**config.mk**
```make
export PLATFORM = sky130hd
export DESIGN_NAME = avr_pp_sequencer
export DESIGN_NICKNAME = d
export VERILOG_FILES = /design/src/rtl/avr_pp_sequencer.sv
export SDC_FILE = /design/constraint.sdc
export NUM_CORES = 1
export LEC_CHECK = 0
export ABC_CLOCK_PERIOD_IN_PS = 2850
export BUFFER_PORTS_ARGS = -buffer_cell sky130_fd_sc_hd__buf_2
export CAP_MARGIN = 20
export CORE_MARGIN = 4
export CORE_UTILIZATION = 54
export DETAILED_ROUTE_END_ITERATION = 6
export PLACE_DENSITY = 0.79
export SYNTH_ARGS = -nofsm -noshare
export SYNTH_HDL_FRONTEND = slang
export SYNTH_SLANG_ARGS = --single-unit
export TNS_END_PERCENT = 10
```
**constraint.sdc**
```tcl
create_clock -name osc -period 2.85 [get_ports osc]
set_clock_uncertainty 0.2 [all_clocks]
set_input_delay 0.4275 -clock osc [delete_from_list [all_inputs] [get_ports osc]]
set_output_delay 0.4275 -clock osc [all_outputs]
set_load 0.02 [all_outputs]
```
**src/rtl/avr_pp_sequencer.sv**
```systemverilog
// avr_pp_sequencer
// Turns single host commands into timed AVR high-voltage parallel programming
// pin activity: mode lines and data byte, then an XTAL/PAGEL/WR/OE strobe,
// then (for WRITE) a wait on RDY/BSY. All pin outputs are flops.
// Optional feature macro: AVR_PP_SEQUENCER_TIMEOUT_EN bounds the RDY wait and
// reports a timeout on err; without it WAIT_RDY only exits on rdy or rst_n.
module avr_pp_sequencer #(
  parameter int SETUP_CYCLES   = 2,
  parameter int PULSE_CYCLES   = 4,
  parameter int BSY_WINDOW     = 16,
  parameter int TIMEOUT_CYCLES = 48000
) (
  input  logic       osc,
  input  logic       rst_n,
  input  logic       cmd_valid,
  output logic       cmd_ready,
  input  logic [2:0] cmd,
  input  logic [7:0] arg,
  input  logic       dut_rdy,
  input  logic [7:0] dut_data_in,
  output logic       dut_xtal,
  output logic       dut_pagel,
  output logic       dut_wr,
  output logic       dut_oe,
  output logic       dut_xa0,
  output logic       dut_xa1,
  output logic       dut_bs1,
  output logic       dut_bs2,
  output logic [7:0] dut_data,
  output logic       dut_data_oe,
  output logic [7:0] rd_data,
  output logic       done,
  output logic       err
);

  localparam logic [2:0] OP_LOAD_CMD = 3'd0;
  localparam logic [2:0] OP_ADDR_LO  = 3'd1;
  localparam logic [2:0] OP_ADDR_HI  = 3'd2;
  localparam logic [2:0] OP_DATA_LO  = 3'd3;
  localparam logic [2:0] OP_DATA_HI  = 3'd4;
  localparam logic [2:0] OP_PAGEL    = 3'd5;
  localparam logic [2:0] OP_WRITE    = 3'd6;
  localparam logic [2:0] OP_READ     = 3'd7;

  // One shared phase counter, wide enough for the longest wait.
  localparam int CNT_MAX = (TIMEOUT_CYCLES > BSY_WINDOW) ? TIMEOUT_CYCLES : BSY_WINDOW;
  localparam int CNT_W   = (CNT_MAX > 255) ? $clog2(CNT_MAX + 1) : 8;
  typedef logic [CNT_W-1:0] cnt_t;

  localparam cnt_t SETUP_LAST = cnt_t'(SETUP_CYCLES - 1);
  localparam cnt_t PULSE_LAST = cnt_t'(PULSE_CYCLES - 1);
  localparam cnt_t BSY_LAST   = cnt_t'(BSY_WINDOW - 1);
`ifdef AVR_PP_SEQUENCER_TIMEOUT_EN
  localparam cnt_t TIMEOUT_LAST = cnt_t'(TIMEOUT_CYCLES - 1);
`endif

  typedef enum logic [2:0] {
    IDLE     = 3'd0,
    SETUP    = 3'd1,
    PULSE    = 3'd2,
    HOLD     = 3'd3,
    BSY_LO   = 3'd4,
    WAIT_RDY = 3'd5,
    DONE     = 3'd6
  } state_t;

  state_t     state_r;
  state_t     state_next_s;
  cnt_t       cnt_r;
  logic [2:0] cmd_r;
  logic       rdy_meta_r;
  logic       rdy_sync_r;
  logic       accept_s;
  logic       pulse_next_s;
`ifdef AVR_PP_SEQUENCER_TIMEOUT_EN
  logic       timeout_s;
  logic       err_r;
`endif

  logic       cmd_ready_r;
  logic       xtal_r;
  logic       pagel_r;
  logic       wr_r;
  logic       oe_r;
  logic       xa0_r;
  logic       xa1_r;
  logic       bs1_r;
  logic       bs2_r;
  logic [7:0] data_r;
  logic       data_oe_r;
  logic [7:0] rd_data_r;
  logic       done_r;

  assign accept_s     = cmd_valid && (state_r == IDLE);
  assign pulse_next_s = (state_next_s == PULSE);

  // Next-state decode: each timed phase ends when the counter hits its last cycle.
  always_comb begin
    state_next_s = state_r;
`ifdef AVR_PP_SEQUENCER_TIMEOUT_EN
    timeout_s = 1'b0;
`endif
    case (state_r)
      IDLE: begin
        if (accept_s) state_next_s = SETUP;
        else          state_next_s = IDLE;
      end
      SETUP: begin
        if (cnt_r == SETUP_LAST) state_next_s = PULSE;
        else                     state_next_s = SETUP;
      end
      PULSE: begin
        if (cnt_r == PULSE_LAST) state_next_s = HOLD;
        else                     state_next_s = PULSE;
      end
      HOLD: begin
        if (cnt_r == SETUP_LAST) state_next_s = (cmd_r == OP_WRITE) ? BSY_LO : DONE;
        else                     state_next_s = HOLD;
      end
      BSY_LO: begin
        // A fast device may finish before we ever see BSY; the window bounds that.
        if (!rdy_sync_r)             state_next_s = WAIT_RDY;
        else if (cnt_r == BSY_LAST)  state_next_s = DONE;
        else                         state_next_s = BSY_LO;
      end
      WAIT_RDY: begin
        if (rdy_sync_r) begin
          state_next_s = DONE;
        end else begin
`ifdef AVR_PP_SEQUENCER_TIMEOUT_EN
          if (cnt_r == TIMEOUT_LAST) begin
            state_next_s = DONE;
            timeout_s    = 1'b1;
          end else begin
            state_next_s = WAIT_RDY;
          end
`else
          state_next_s = WAIT_RDY;
`endif
        end
      end
      DONE:    state_next_s = IDLE;
      default: state_next_s = IDLE;
    endcase
  end

  // State register and phase counter (restarts on every state change).
  always_ff @(posedge osc or negedge rst_n) begin
    if (!rst_n) begin
      state_r <= IDLE;
      cnt_r   <= {CNT_W{1'b0}};
    end else begin
      state_r <= state_next_s;
      if (state_next_s != state_r) cnt_r <= {CNT_W{1'b0}};
      else                         cnt_r <= cnt_r + cnt_t'(1);
    end
  end

  // Two-flop synchronizer for the asynchronous RDY/BSY pin (idles high).
  always_ff @(posedge osc or negedge rst_n) begin
    if (!rst_n) begin
      rdy_meta_r <= 1'b1;
      rdy_sync_r <= 1'b1;
    end else begin
      rdy_meta_r <= dut_rdy;
      rdy_sync_r <= rdy_meta_r;
    end
  end

  // Latch mode lines and data byte at acceptance; unspecified lines keep their value.
  always_ff @(posedge osc or negedge rst_n) begin
    if (!rst_n) begin
      cmd_r     <= 3'd0;
      xa0_r     <= 1'b0;
      xa1_r     <= 1'b0;
      bs1_r     <= 1'b0;
      bs2_r     <= 1'b0;
      data_r    <= 8'h00;
      data_oe_r <= 1'b1;
    end else if (accept_s) begin
      cmd_r     <= cmd;
      data_oe_r <= (cmd != OP_READ);
      case (cmd)
        OP_LOAD_CMD: begin xa1_r <= 1'b1; xa0_r <= 1'b0; bs1_r <= 1'b0; data_r <= arg; end
        OP_ADDR_LO:  begin xa1_r <= 1'b0; xa0_r <= 1'b0; bs1_r <= 1'b0; data_r <= arg; end
        OP_ADDR_HI:  begin xa1_r <= 1'b0; xa0_r <= 1'b0; bs1_r <= 1'b1; data_r <= arg; end
        OP_DATA_LO:  begin xa1_r <= 1'b0; xa0_r <= 1'b1; bs1_r <= 1'b0; data_r <= arg; end
        OP_DATA_HI:  begin xa1_r <= 1'b0; xa0_r <= 1'b1; bs1_r <= 1'b1; data_r <= arg; end
        OP_PAGEL:    begin bs1_r <= 1'b1; end
        OP_WRITE:    begin bs1_r <= arg[0]; bs2_r <= arg[1]; end
        OP_READ:     begin bs1_r <= arg[0]; bs2_r <= arg[1]; end
        default:     begin bs1_r <= bs1_r; end
      endcase
    end else if (state_r == DONE) begin
      data_oe_r <= 1'b1;
    end else begin
      data_oe_r <= data_oe_r;
    end
  end

  // Strobes, done and ready are decoded from the next state so they line up with it.
  always_ff @(posedge osc or negedge rst_n) begin
    if (!rst_n) begin
      xtal_r      <= 1'b0;
      pagel_r     <= 1'b0;
      wr_r        <= 1'b1;
      oe_r        <= 1'b1;
      done_r      <= 1'b0;
      cmd_ready_r <= 1'b1;
    end else begin
      xtal_r      <= pulse_next_s && (cmd_r < OP_PAGEL);
      pagel_r     <= pulse_next_s && (cmd_r == OP_PAGEL);
      wr_r        <= !(pulse_next_s && (cmd_r == OP_WRITE));
      oe_r        <= !(pulse_next_s && (cmd_r == OP_READ));
      done_r      <= (state_next_s == DONE);
      cmd_ready_r <= (state_next_s == IDLE);
    end
  end

  // Capture the read-back byte on the last OE-active cycle.
  always_ff @(posedge osc or negedge rst_n) begin
    if (!rst_n) begin
      rd_data_r <= 8'h00;
    end else if ((state_r == PULSE) && (cnt_r == PULSE_LAST) && (cmd_r == OP_READ)) begin
      rd_data_r <= dut_data_in;
    end else begin
      rd_data_r <= rd_data_r;
    end
  end

`ifdef AVR_PP_SEQUENCER_TIMEOUT_EN
  // Timeout status accompanies the done pulse only.
  always_ff @(posedge osc or negedge rst_n) begin
    if (!rst_n) err_r <= 1'b0;
    else        err_r <= (state_next_s == DONE) && timeout_s;
  end
  assign err = err_r;
`else
  assign err = 1'b0;
`endif

  assign cmd_ready   = cmd_ready_r;
  assign dut_xtal    = xtal_r;
  assign dut_pagel   = pagel_r;
  assign dut_wr      = wr_r;
  assign dut_oe      = oe_r;
  assign dut_xa0     = xa0_r;
  assign dut_xa1     = xa1_r;
  assign dut_bs1     = bs1_r;
  assign dut_bs2     = bs2_r;
  assign dut_data    = data_r;
  assign dut_data_oe = data_oe_r;
  assign rd_data     = rd_data_r;
  assign done        = done_r;

endmodule

```
==> tab_implementation.tex <==
\begin{tabular}{lr}
\hline
Metric & Value \\
\hline
\multicolumn{2}{l}{\textbf{Die}} \\
\quad Std-Cell Rows & 23 \\
\quad Effective utilization at floorplan & 0.577 \\
\quad Number of top-level pins & 51 \\
\quad Total core area & 0.00412 mm\^{}2 \\
\quad Die X-Extent & 74.3 um \\
\quad Die Height & between 70 and 80 um \\
\quad Die Outline Area & 0.00552 mm\^{}2 \\
\multicolumn{2}{l}{\textbf{STA}} \\
\quad Maximum achievable frequency & 395 MHz \\
\quad Final TNS setup & 0 ns \\
\quad Final worst path period share & 0.887 \\
\quad Shortest clock period the worst path allows after layout & 2.53 ns \\
\quad Final count of negative-setup-slack endpoints & 0 \\
\quad Setup repair after global routing missed its margin & false \\
\quad Final hold slack & 0.153 ns \\
\quad Max-slew violation count & 0 \\
\quad Final hold viol count & 0 \\
\quad Final setup margin & 0.321 ns \\
\multicolumn{2}{l}{\textbf{Drt}} \\
\quad DRC Markers & 0 \\
\quad Number of DRC markers after the initial detailed-route iteration & 93 \\
\quad Overall routed net length & 4500 um \\
\quad First drt pass iteration count & 5 \\
\quad Residual antenna-violating net count after detailed routing & 0 \\
\quad Total number of vias & 1712 \\
\quad Average vias per placed instance & 5.42 \\
\quad Routed length per placed instance & around 14 um \\
\multicolumn{2}{l}{\textbf{Synthesis}} \\
\quad Mux share of post-synthesis cell area & 0.0896 \\
\quad Xor/xnor cell area share of the yosys netlist & 0.0553 \\
\quad Commonest register cell after synthesis & sky130\_fd\_sc\_hd\_\_dfrtp\_1 \\
\quad Main combinational cell family by area after synthesis & simple AND/OR/NAND/NOR gates \\
\quad Cell count after synthesis & 211 \\
\quad Area of the mapped netlist & 0.00237 mm\^{}2 \\
\quad Proportion of netlist area held by the largest area contributor & 0.474 \\
\quad Simple-gate portion of the synthesized area & 0.211 \\
\quad Syn Nets & between 200 and 250 \\
\quad Share of synthesized area occupied by flip-flops and latches & 0.541 \\
\quad Number of different library cells in the post-synthesis netlist & 44 \\
\quad Share of the synthesized area in compound gates (AO/OA/AOI/OAI) & 0.0632 \\
\quad Post-Synthesis Mean Instance Area & around 11 um\^{}2 \\
\quad Cell types with the largest area share after synthesis & sky130\_fd\_sc\_hd\_\_dfrtp\_1 (47\%), sky130\_fd\_sc\_hd\_\_mux2\_2 (8.5\%), sky130\_fd\_sc\_hd\_\_dfstp\_2 (6.6\%) \\
\quad Async set-or-reset flop fraction in the synthesized netlist & 1.00 \\
\quad Cell type with the highest aggregate area in the netlist & sky130\_fd\_sc\_hd\_\_dfrtp\_1 \\
\quad Adder and majority cell fraction of the synthesized area & 0.0105 \\
\quad Yosys warning total & 0 \\
\quad Register bit count reported by yosys & 51 \\
\quad Number of synthesized flops with an enable pin & 0 \\
\multicolumn{2}{l}{\textbf{Global route}} \\
\quad Maximum number of pins on one net before global-route repair & 32 \\
\quad First-pass GRT wire length & 7890 um \\
\quad Overall overflow remaining after global route & 0 \\
\quad Global-route usage over all layers & 0.187 \\
\quad Vias in the first global route & 1779 \\
\quad Number of antenna violations at the first check in global routing & 0 \\
\multicolumn{2}{l}{\textbf{Power}} \\
\quad Sw frac & 0.385 \\
\quad Internal power of the cells & roughly 1600 uW \\
\quad Sequential Power Share & 0.417 \\
\quad Design Power & between 2000 and 3000 uW \\
\quad Highest ir drop seen on vdd & around 610 uV \\
\quad Clock share of power & 0.190 \\
\quad Power density over the cells & 941 mW/mm\^{}2 \\
\quad Pleak & 0.00129 uW \\
\quad Psw & 1010 uW \\
\quad Power share of the combinational group & 0.393 \\
\multicolumn{2}{l}{\textbf{Critical path}} \\
\quad Data required time of the critical path & 2.84 ns \\
\quad Worst Setup End Kind & register \\
\quad Ordered cell list for the critical path & or4\_4, nor4b\_4, a21boi\_2, o21ai\_2, buf\_4, nor2\_1 \\
\quad Critical setup path kind & reg -> reg \\
\quad Largest delay contributor family on the critical path & simple AND/OR/NAND/NOR gates \\
\quad Worst reg2reg startpoint & cnt\_r[5] \\
\quad Worst Reg-to-Reg Cells & 6 \\
\quad Kind of start point of the critical path & register \\
\quad Critical-path top delay cell & sky130\_fd\_sc\_hd\_\_or4\_4 \\
\quad Reg2reg setup slack & 0.32 ns \\
\quad Count of buffer and inverter cells on the critical path & 1 \\
\quad Arrival time reported for the critical path endpoint & 2.52 ns \\
\quad Worst stage delay on the critical path & 0.60 ns \\
\quad End of the worst register-to-register path & cnt\_r[11] \\
\quad Peak fanout along the critical path & 7 \\
\multicolumn{2}{l}{\textbf{Clocking}} \\
\quad Buffers inserted during post-CTS setup optimization & 0 \\
\quad Latest clock arrival within the worst-skew pair & 0.30 ns \\
\quad TritonCTS clock tree & built \\
\quad CTS H-Tree Depth & 2 \\
\quad Total CTS buffers & 5 \\
\quad Clock net sink count & 51 \\
\quad Clock tree buffer depth & 2 \\
\quad Clock-pin slew reported for the worst setup and hold paths after clock tree synthesis & roughly 0.090 ns \\
\quad Cts repair resizes & 0 \\
\quad Root buffer selected by CTS & sky130\_fd\_sc\_hd\_\_clkbuf\_8 \\
\multicolumn{2}{l}{\textbf{Place}} \\
\quad HPWL Detailed & 3330 um \\
\quad Post-Place Worst Slack & 0.357 ns \\
\quad Placer Congestion & around 0.81 \\
\quad Total of buffers placed on input and output ports & 49 \\
\multicolumn{2}{l}{\textbf{Finish}} \\
\quad Leading cell types in the layout, fill and taps excluded & sky130\_fd\_sc\_hd\_\_buf\_2 (49), sky130\_fd\_sc\_hd\_\_dfrtp\_1 (45), sky130\_fd\_sc\_hd\_\_nor2\_1 (27), sky130\_fd\_sc\_hd\_\_nand2\_1 (23), sky130\_fd\_sc\_hd\_\_mux2\_2 (18) \\
\quad Nets & 290 \\
\quad Proportion of layout cells with a drive suffix above 1 & 0.361 \\
\quad Antenna diode count & 0 \\
\quad Area Growth Syn to Fin & 17.1\% \\
\quad Most common cell after layout, fill and taps aside & sky130\_fd\_sc\_hd\_\_buf\_2 \\
\multicolumn{2}{l}{\textbf{Hold path}} \\
\quad End point of the worst hold path & dut\_data[2] \\
\quad Hold Crit Class & in -> reg \\
\quad HP Start & arg[2] \\
\quad Number of instances on the worst hold path & 2 \\
\multicolumn{2}{l}{\textbf{Status}} \\
\quad Status & completed \\
\multicolumn{2}{l}{\textbf{Flow run}} \\
\quad Reported max-cap violation count & 0 \\
\hline
\end{tabular}
==> final cells by class <==
type | count | area (um^2)
Multi-Input combinational cell | 149 | 1020
Fill cell | 322 | 1330
Clock inverter | 3 | 43.8
Timing Repair Buffer | 53 | 280
Tap cell | 50 | 62.6
Sequential cell | 51 | 1280
Inverter | 5 | 18.8
Clock buffer | 5 | 68.8
==> how the worst max path moves through the flow <==
stage	start	endpoint	slack [ns]	cells after the start
6_report	cnt_r[5]	cnt_r[11]	0.32	6
5_1_grt	cnt_r[4]	cnt_r[11]	0.18	6
4_1_cts	cnt_r[5]	cnt_r[13]	0.32	6
3_5_place_dp	cnt_r[5]	cnt_r[13]	0.36	6
3_3_place_gp	cnt_r[5]	cnt_r[11]	0.40	6
2_1_floorplan	cnt_r[5]	dut_xtal	0.55	5
==> cells by family (layout without fill, tap and decap cells) <==
group	Yosys count	after routing
muxes	19	19
AOI/OAI and AO/OA	22	22
and+or+nand+nor	90	90
adders and majority gates	2	2
other	1	1
buffers and inverters	11	66
DFF	51	51
xor gates and xnor gates	15	15
==> synth_stat cells (5+ instances only) <==
cell and instances:
sky130_fd_sc_hd__xor2_1 5, sky130_fd_sc_hd__dfstp_2 6, sky130_fd_sc_hd__nand2_1 23, sky130_fd_sc_hd__nor2_1 27, sky130_fd_sc_hd__inv_1 5, sky130_fd_sc_hd__o21ai_0 6
sky130_fd_sc_hd__mux2_2 18, sky130_fd_sc_hd__and3_1 5, sky130_fd_sc_hd__nor3_1 7, sky130_fd_sc_hd__dfrtp_1 45, sky130_fd_sc_hd__xnor2_1 10, sky130_fd_sc_hd__nand3_1 10
==> power groups by stage <==
| stage | clock network [uW] | registers (uW) | logic (uW) |
|---|---|---|---|
| final | 496 | 1090 | 1030 |
| after global routing | 538 | 1120 | 1150 |
| after CTS | 509 | 1090 | 1040 |
| after detailed placement | 0 | 1100 | 1030 |
| after global placement | 0 | 1090 | 1000 |
| after floorplan | 0 | 1210 | 654 |
==> flip-flops by register name (all words and copies together), names as in the netlist <==
register / cells
dut_pagel: 1
rdy_sync_r: 1
dut_xa1: 1
dut_data: 8
dut_bs1: 1
state_r: 3
cmd_ready: 1
done: 1
rd_data: 8
dut_xtal: 1
dut_xa0: 1
rdy_meta_r: 1
dut_data_oe: 1
dut_wr: 1
dut_oe: 1
cnt_r: 16
cmd_r: 3
dut_bs2: 1
==> per-layer routing <==
layer	GRT usage	routed length [um]	up-vias
li1	-	-	842
met1	0.252	2070	815
met2	0.291	2120	50
met3	0.0595	269	5
met4	0.0573	48	0
met5	0	0	-
==> through the flow <==
step | utilization | instances | instance area (um^2)
floorplan | - | 211 | 2370
global placement | 0.644 | 306 | 2650
detailed placement | 0.644 | 306 | 2650
CTS | 0.673 | 315 | 2770
global route | 0.676 | 316 | 2780
finish | 0.676 | 316 | 2780
==> repair_timing <==
action | in CTS | in global routing
hold buffers | 1 | 1
endpoints found under the hold margin | 19 | 1
setup endpoints to repair | 0 | 0
==> worst register-to-register path, stage by stage (launching register included) <==
cell	delay, ns
sky130_fd_sc_hd__dfrtp_1	0.43
sky130_fd_sc_hd__or4_4	0.60
sky130_fd_sc_hd__nor4b_4	0.47
sky130_fd_sc_hd__a21boi_2	0.12
sky130_fd_sc_hd__o21ai_2	0.32
sky130_fd_sc_hd__buf_4	0.22
sky130_fd_sc_hd__nor2_1	0.06
Note: power is estimated with default switching activity, not from simulation.
